<file path="config.mk">
export PLATFORM = sky130hd
export DESIGN_NAME = aes_stage_arbiter
export DESIGN_NICKNAME = d
export VERILOG_FILES = /design/src/rtl/aes_stage_arbiter.sv
export SDC_FILE = /design/constraint.sdc
export NUM_CORES = 1
export LEC_CHECK = 0
export CAP_MARGIN = 0
export CORE_AREA = 2 2 143 145
export CTS_CLUSTER_DIAMETER = 80
export DETAILED_ROUTE_END_ITERATION = 10
export DIE_AREA = 0 0 145 147
export SLEW_MARGIN = 10
export SYNTH_ARGS = -nofsm -noshare
export SYNTH_HDL_FRONTEND = slang
export SYNTH_SLANG_ARGS = --single-unit
</file>
<file path="constraint.sdc">
create_clock -name clk -period 3.1 [get_ports clk]
set_input_delay 0.775 -clock clk [delete_from_list [all_inputs] [get_ports clk]]
set_output_delay 0.775 -clock clk [all_outputs]
set_load 0.02 [all_outputs]
</file>
<file path="src/rtl/aes_stage_arbiter.sv">
// rtl/aes_stage_arbiter.sv - two-requester round-robin arbiter in front of a shared AES stage
module aes_stage_arbiter #(
    parameter int DATA_W         = 64,
    parameter int IN_BEATS       = 2,
    parameter int OUT_BEATS_NORM = 2,
    parameter int OUT_BEATS_BYP  = 18
) (
    input  logic                  clk,
    input  logic                  rst_n,
    input  logic [1:0]            req_valid,
    output logic [1:0]            req_ready,
    input  logic [2*DATA_W-1:0]   req_data,
    output logic [1:0]            rsp_valid,
    input  logic [1:0]            rsp_ready,
    output logic [DATA_W-1:0]     rsp_data,
    output logic                  core_in_valid,
    input  logic                  core_in_ready,
    output logic [DATA_W-1:0]     core_in_data,
    input  logic                  core_out_valid,
    output logic                  core_out_ready,
    input  logic [DATA_W-1:0]     core_out_data,
    input  logic [2:0]            bypass_control,
    output logic                  busy,
    output logic                  owner,
    output logic [15:0]           job_cnt0,
    output logic [15:0]           job_cnt1
);

    localparam int OUT_MAX   = (OUT_BEATS_BYP > OUT_BEATS_NORM) ? OUT_BEATS_BYP : OUT_BEATS_NORM;
    localparam int MAX_BEATS = (OUT_MAX > IN_BEATS) ? OUT_MAX : IN_BEATS;
    localparam int CNT_W     = $clog2(MAX_BEATS + 1);

    typedef enum logic [1:0] {
        S_IDLE = 2'd0,
        S_FWD  = 2'd1,
        S_RSP  = 2'd2
    } state_t;

    state_t            state_q;
    state_t            state_d;
    logic              owner_d;
    logic              rr_ptr_q;
    logic              rr_ptr_d;
    logic [CNT_W-1:0]  cnt_q;
    logic [CNT_W-1:0]  cnt_d;
    logic [CNT_W-1:0]  len_q;
    logic [CNT_W-1:0]  len_d;
    logic              inc0;
    logic              inc1;
    logic [DATA_W-1:0] lane_data;
    logic              unused_bypass;

    // Only bit 0 of bypass_control has a meaning today.
    assign unused_bypass = ^bypass_control[2:1];

    assign lane_data = owner ? req_data[2*DATA_W-1 -: DATA_W] : req_data[DATA_W-1:0];

    // Busy is forced low while reset is asserted so the reset cycle itself looks idle.
    assign busy = rst_n && (state_q != S_IDLE);

    // State, grant, beat counter, response length and per-requester job counters.
    always_ff @(posedge clk) begin
        if (!rst_n) begin
            state_q  <= S_IDLE;
            owner    <= 1'b0;
            rr_ptr_q <= 1'b0;
            cnt_q    <= '0;
            len_q    <= CNT_W'(OUT_BEATS_NORM);
            job_cnt0 <= 16'd0;
            job_cnt1 <= 16'd0;
        end else begin
            state_q  <= state_d;
            owner    <= owner_d;
            rr_ptr_q <= rr_ptr_d;
            cnt_q    <= cnt_d;
            len_q    <= len_d;
            if (inc0) begin
                job_cnt0 <= job_cnt0 + 16'd1;
            end
            if (inc1) begin
                job_cnt1 <= job_cnt1 + 16'd1;
            end
        end
    end

    // Next-state logic and the zero-latency steering of both datapaths.
    always_comb begin
        state_d        = state_q;
        owner_d        = owner;
        rr_ptr_d       = rr_ptr_q;
        cnt_d          = cnt_q;
        len_d          = len_q;
        inc0           = 1'b0;
        inc1           = 1'b0;
        req_ready      = 2'b00;
        core_in_valid  = 1'b0;
        core_in_data   = '0;
        rsp_valid      = 2'b00;
        rsp_data       = '0;
        core_out_ready = 1'b0;

        case (state_q)
            S_IDLE: begin
                // Grant only; no beat moves in this cycle. Length is latched here
                // so later bypass changes cannot reshape the running job.
                if (|req_valid) begin
                    owner_d = req_valid[rr_ptr_q] ? rr_ptr_q : ~rr_ptr_q;
                    len_d   = bypass_control[0] ? CNT_W'(OUT_BEATS_BYP) : CNT_W'(OUT_BEATS_NORM);
                    cnt_d   = '0;
                    state_d = S_FWD;
                end
            end
            S_FWD: begin
                core_in_valid    = req_valid[owner];
                core_in_data     = lane_data;
                req_ready[owner] = core_in_ready;
                if (req_valid[owner] && core_in_ready) begin
                    if (cnt_q == CNT_W'(IN_BEATS - 1)) begin
                        cnt_d   = '0;
                        state_d = S_RSP;
                    end else begin
                        cnt_d = cnt_q + CNT_W'(1);
                    end
                end
            end
            S_RSP: begin
                rsp_valid[owner] = core_out_valid;
                rsp_data         = core_out_valid ? core_out_data : '0;
                core_out_ready   = rsp_ready[owner];
                if (core_out_valid && rsp_ready[owner]) begin
                    if (cnt_q == len_q - CNT_W'(1)) begin
                        cnt_d    = '0;
                        inc0     = ~owner;
                        inc1     = owner;
                        rr_ptr_d = ~owner;
                        state_d  = S_IDLE;
                    end else begin
                        cnt_d = cnt_q + CNT_W'(1);
                    end
                end
            end
            default: begin
                state_d = S_IDLE;
            end
        endcase

        // No handshake may complete while reset is asserted, whatever the old state.
        if (!rst_n) begin
            req_ready      = 2'b00;
            core_in_valid  = 1'b0;
            rsp_valid      = 2'b00;
            rsp_data       = '0;
            core_out_ready = 1'b0;
        end
    end

endmodule

</file>
==> summary.md <==
| Metric | Value |
|---|---|
| DR WL/cell | 15.87 microns |
| Initial DRC count | 134 |
| GRT Max-Usage Layer | met2 |
| Num rows | 52 |
| Synth Area per Inst | 7.727 sq um |
| Die span in y | 147 microns |
| R2r setup slk | 0.49 ns |
| Peak VDD IR | 248.3 uV |
| Hold depth | 2 |
| Initial Util | 18.38% |
| Post-synth EDFFs | 0 |
| Vias in the first global route | 4,316 |
| Max clock buf depth | 2 |
| R2R cell count | 6 |
| CTS Hold Bufs | 0 |
| Io pins | 371 |
| Hold slack | 0.4916 ns |
| Initial antenna violation count | 1 |
| Worst slew margin | 64.16% |
| I/O Buffers | 368 |
| Synthesis-stage register bit count | 42 |
| CTS root buffer | clkbuf_16 |
| # nets final | 1,046 |
| Post-Layout Cell Count | 1,107 |
| Post-layout min period | 3.041 ns |
| Ys async rst share | 0% |
| Crit path required time | 2.32 ns |
| DP Area | 7769 sq um |
| HPWL Detailed | 14,360 microns |
| Hold Vio Cnt, Final | 0 |
| WL final | 17,570 microns |
| Ys Warns | 0 |
| Setup_tns | 0 ns |
| Fmax | 0.3288 GHz |
| PD cells | 374.5 nW/um^2 |
| H-tree level count | 2 |
| Detailed Routing Iterations Pass 1 | 4 |
| CTS tree | built |
| Sequential fraction of the synthesis area | 23.05% |
| Hold Startpoint | state_q[0]$_SDFFE_PN0P_ |
| Top FF cell, synth | dfxtp_1 |
| Netlist cell types | 41 |
| Worst clock skew | 0.008711 ns |
| Startpoint types | input port |
| # placed instances | 1,096 |
| Number of clock buffers inserted by TritonCTS | 5 |
| Placer Congestion | 0.7987 |
| First-pass GRT wire length | 25,760 microns |
| Max-cap violation count | 0 |
| HP Class | flip-flop to flip-flop |
| CP max FO | 16 |
| Area of the mapped netlist | 3647 sq um |
| GRT Overall Usage | 15.15% |
| Clk_lat worst skew | 0.28 ns |
| Vias per inst | 4.095 |
| Die Wd | 145 microns |
| Element type at the critical path end | output pin |
| DRT antenna net count | 0 |
| Worst-path clk slew | 0.06 ns |
| Die area | 21,320 sq um |
| Status | completed |
| Syn Nets | 682 |
| Synthesized netlist cell count | 472 |
| Final Cycle Share | 98.11% |
| Worst Hold Endpoint | state_q[0]$_SDFFE_PN0P_ |
| WP data arrival | 2.27 ns |
| Total grt overflow | 0 |
| PnR Total Power | 2922 uW |
| Pin count of the biggest net entering global routing | 65 |
| Crit Reg-Reg Startpoint | cnt_q[0]$_SDFFE_PN0P_ |
| Met1 Use GR | 17.84% |
| DR DRC count | 0 |
| Via count | 4,533 |
| Pleak | 0.003052 uW |
| Filler cells | 2,059 |
| Max Slew Vio Count | 0 |
| Met3 usage | 4.814% |
| CTS sink count | 42 |
| Layout Cell Area excl Fill | 7801 sq um |
| FF-to-FF End | job_cnt0[12]$_SDFFE_PN0P_ |
| Antenna cell count | 0 |
| Count of final setup violators | 0 |
| GR Layer Usage met2 | 27.74% |
| Crit path kind | input port to output pin |
| Area Overhead vs Synth | 113.9% |
| Slew of the pin with the lowest slew margin | 0.5365 ns |
| Core region area | 19,840 sq um |
| Layout cells sized above 1 | 7.646% |
-- logic make-up (layout without fill, tap and decap cells) --
kind of cell / count (synthesis) / count (layout) / synth area share, %
multiplexers: 68 / 68 / 18.66
adder cells (fa/ha/maj): 7 / 7 / 2.401
AND/OR/NAND/NOR: 265 / 265 / 41.13
AO/OA/AOI/OAI: 22 / 22 / 3.843
buffers and inverters: 40 / 405 / 4.185
flip-flops: 42 / 42 / 23.05
XOR/XNOR: 28 / 28 / 6.724
-- routing by layer --
layer	part of all wire [%]	up-vias	routed length, microns
met4	0.27	2	48
met3	7.5	6	1322
li1	-	2320	-
met5	0.074	-	13
met2	53	160	9246
met1	40	2045	6942
-- sequential cells by signal (all words and copies together), names as in the netlist --
signal and count:
job_cnt0 16, job_cnt1 16, cnt_q 5, state_q 2, len_q 1, owner 1
rr_ptr_q 1
-- synth_stat cells, types with 2 or more instances --
library cell	instances	share of area, %
and2_1	68	12
mux2i_1	68	19
nor2b_1	65	11
dfxtp_1	42	23
nor2_1	41	4.2
nand3_1	27	3.7
clkbuf_1	24	2.5
nand2_1	18	1.9
xor2_1	17	4.1
nand4_1	13	2.2
xnor2_1	11	2.6
inv_1	8	0.82
o21ai_0	8	1.1
ha_1	7	2.4
nor4_1	7	1.2
buf_1	6	0.62
nor3_1	6	0.82
and3_1	5	0.86
a31oi_1	3	0.51
a21oi_1	2	0.27
and4_1	2	0.48
buf_2	2	0.27
nand2b_1	2	0.34
nand3b_1	2	0.41
o31ai_1	2	0.41
-- cell usage in the layout, fill, tap and decap left out, types with 7 or more instances in the layout --
master	n
buf_4	14
ha_1	7
xor2_1	17
and2_1	68
nand2_1	18
buf_12	7
dlygate4sd2_1	32
nor2b_1	65
mux2i_1	68
o21ai_0	8
clkdlybuf4s15_1	7
dfxtp_1	41
nor2_1	40
clkbuf_2	28
clkdlybuf4s50_1	297
inv_1	8
nand3_1	27
nand4_1	13
xnor2_1	11
-- through the flow --
stage	utilization, %	worst slack, ns
6_report	39.31	0.05862
5_1_grt	39.31	-0.007203
4_1_cts	39.50	0.002937
3_5_place_dp	39.15	-0.2834
3_3_place_gp	39.15	-0.2955
2_1_floorplan	-	0.3630
-- worst max-delay path: stages --
cell and delay (ns):
clkdlybuf4s50_1 0.50, nand2_1 0.11, nor2_4 0.16, buf_12 0.13
clkbuf_16 0.15, and2_1 0.13, clkdlybuf4s15_1 0.30
-- report_power, final --
group	leakage (uW)	internal [uW]	total (uW)	switching, uW
sequential	0.000340	556	593	37.0
clock	0.0000729	319	539	220
combinational	0.00264	945	1790	844
total	0.00305	1820	2920	1100
-- how the worst max path moves through the flow --
| stage | cells after the start | end | slack (ns) | start |
|---|---|---|---|---|
| 3_3_place_gp | 6 | rsp_data[46] | -0.30 | rst_n |
| 5_1_grt | 7 | rsp_data[58] | -0.007 | core_out_valid |
| 6_report | 7 | rsp_data[13] | 0.06 | rst_n |
| 2_1_floorplan | 5 | core_in_data[24] | 0.36 | owner$_SDFFE_PN0P_ |
| 4_1_cts | 5 | rsp_valid[0] | 0.003 | rst_n |
| 3_5_place_dp | 6 | rsp_data[46] | -0.28 | rst_n |
-- timing repair --
item                                    CTS  global route
setup buffers                             0             1
cloned                                    0             2
gates resized for setup                  69            63
endpoints found under the setup margin   67            60
-- layout make-up --
type / instances / area, sq um / area share, %
repair buffers: 389 / 3770 / 48.32
multi-input cells: 390 / 2668 / 34.19
flip-flops and latches: 42 / 844.6 / 10.83
well taps: 270 / 337.8 / 4.330
inverters: 8 / 30.03 / 0.3849
clock inverters: 2 / 12.51 / 0.1604
clock buffers: 6 / 138.9 / 1.780
(Power assumes the default switching activity.)
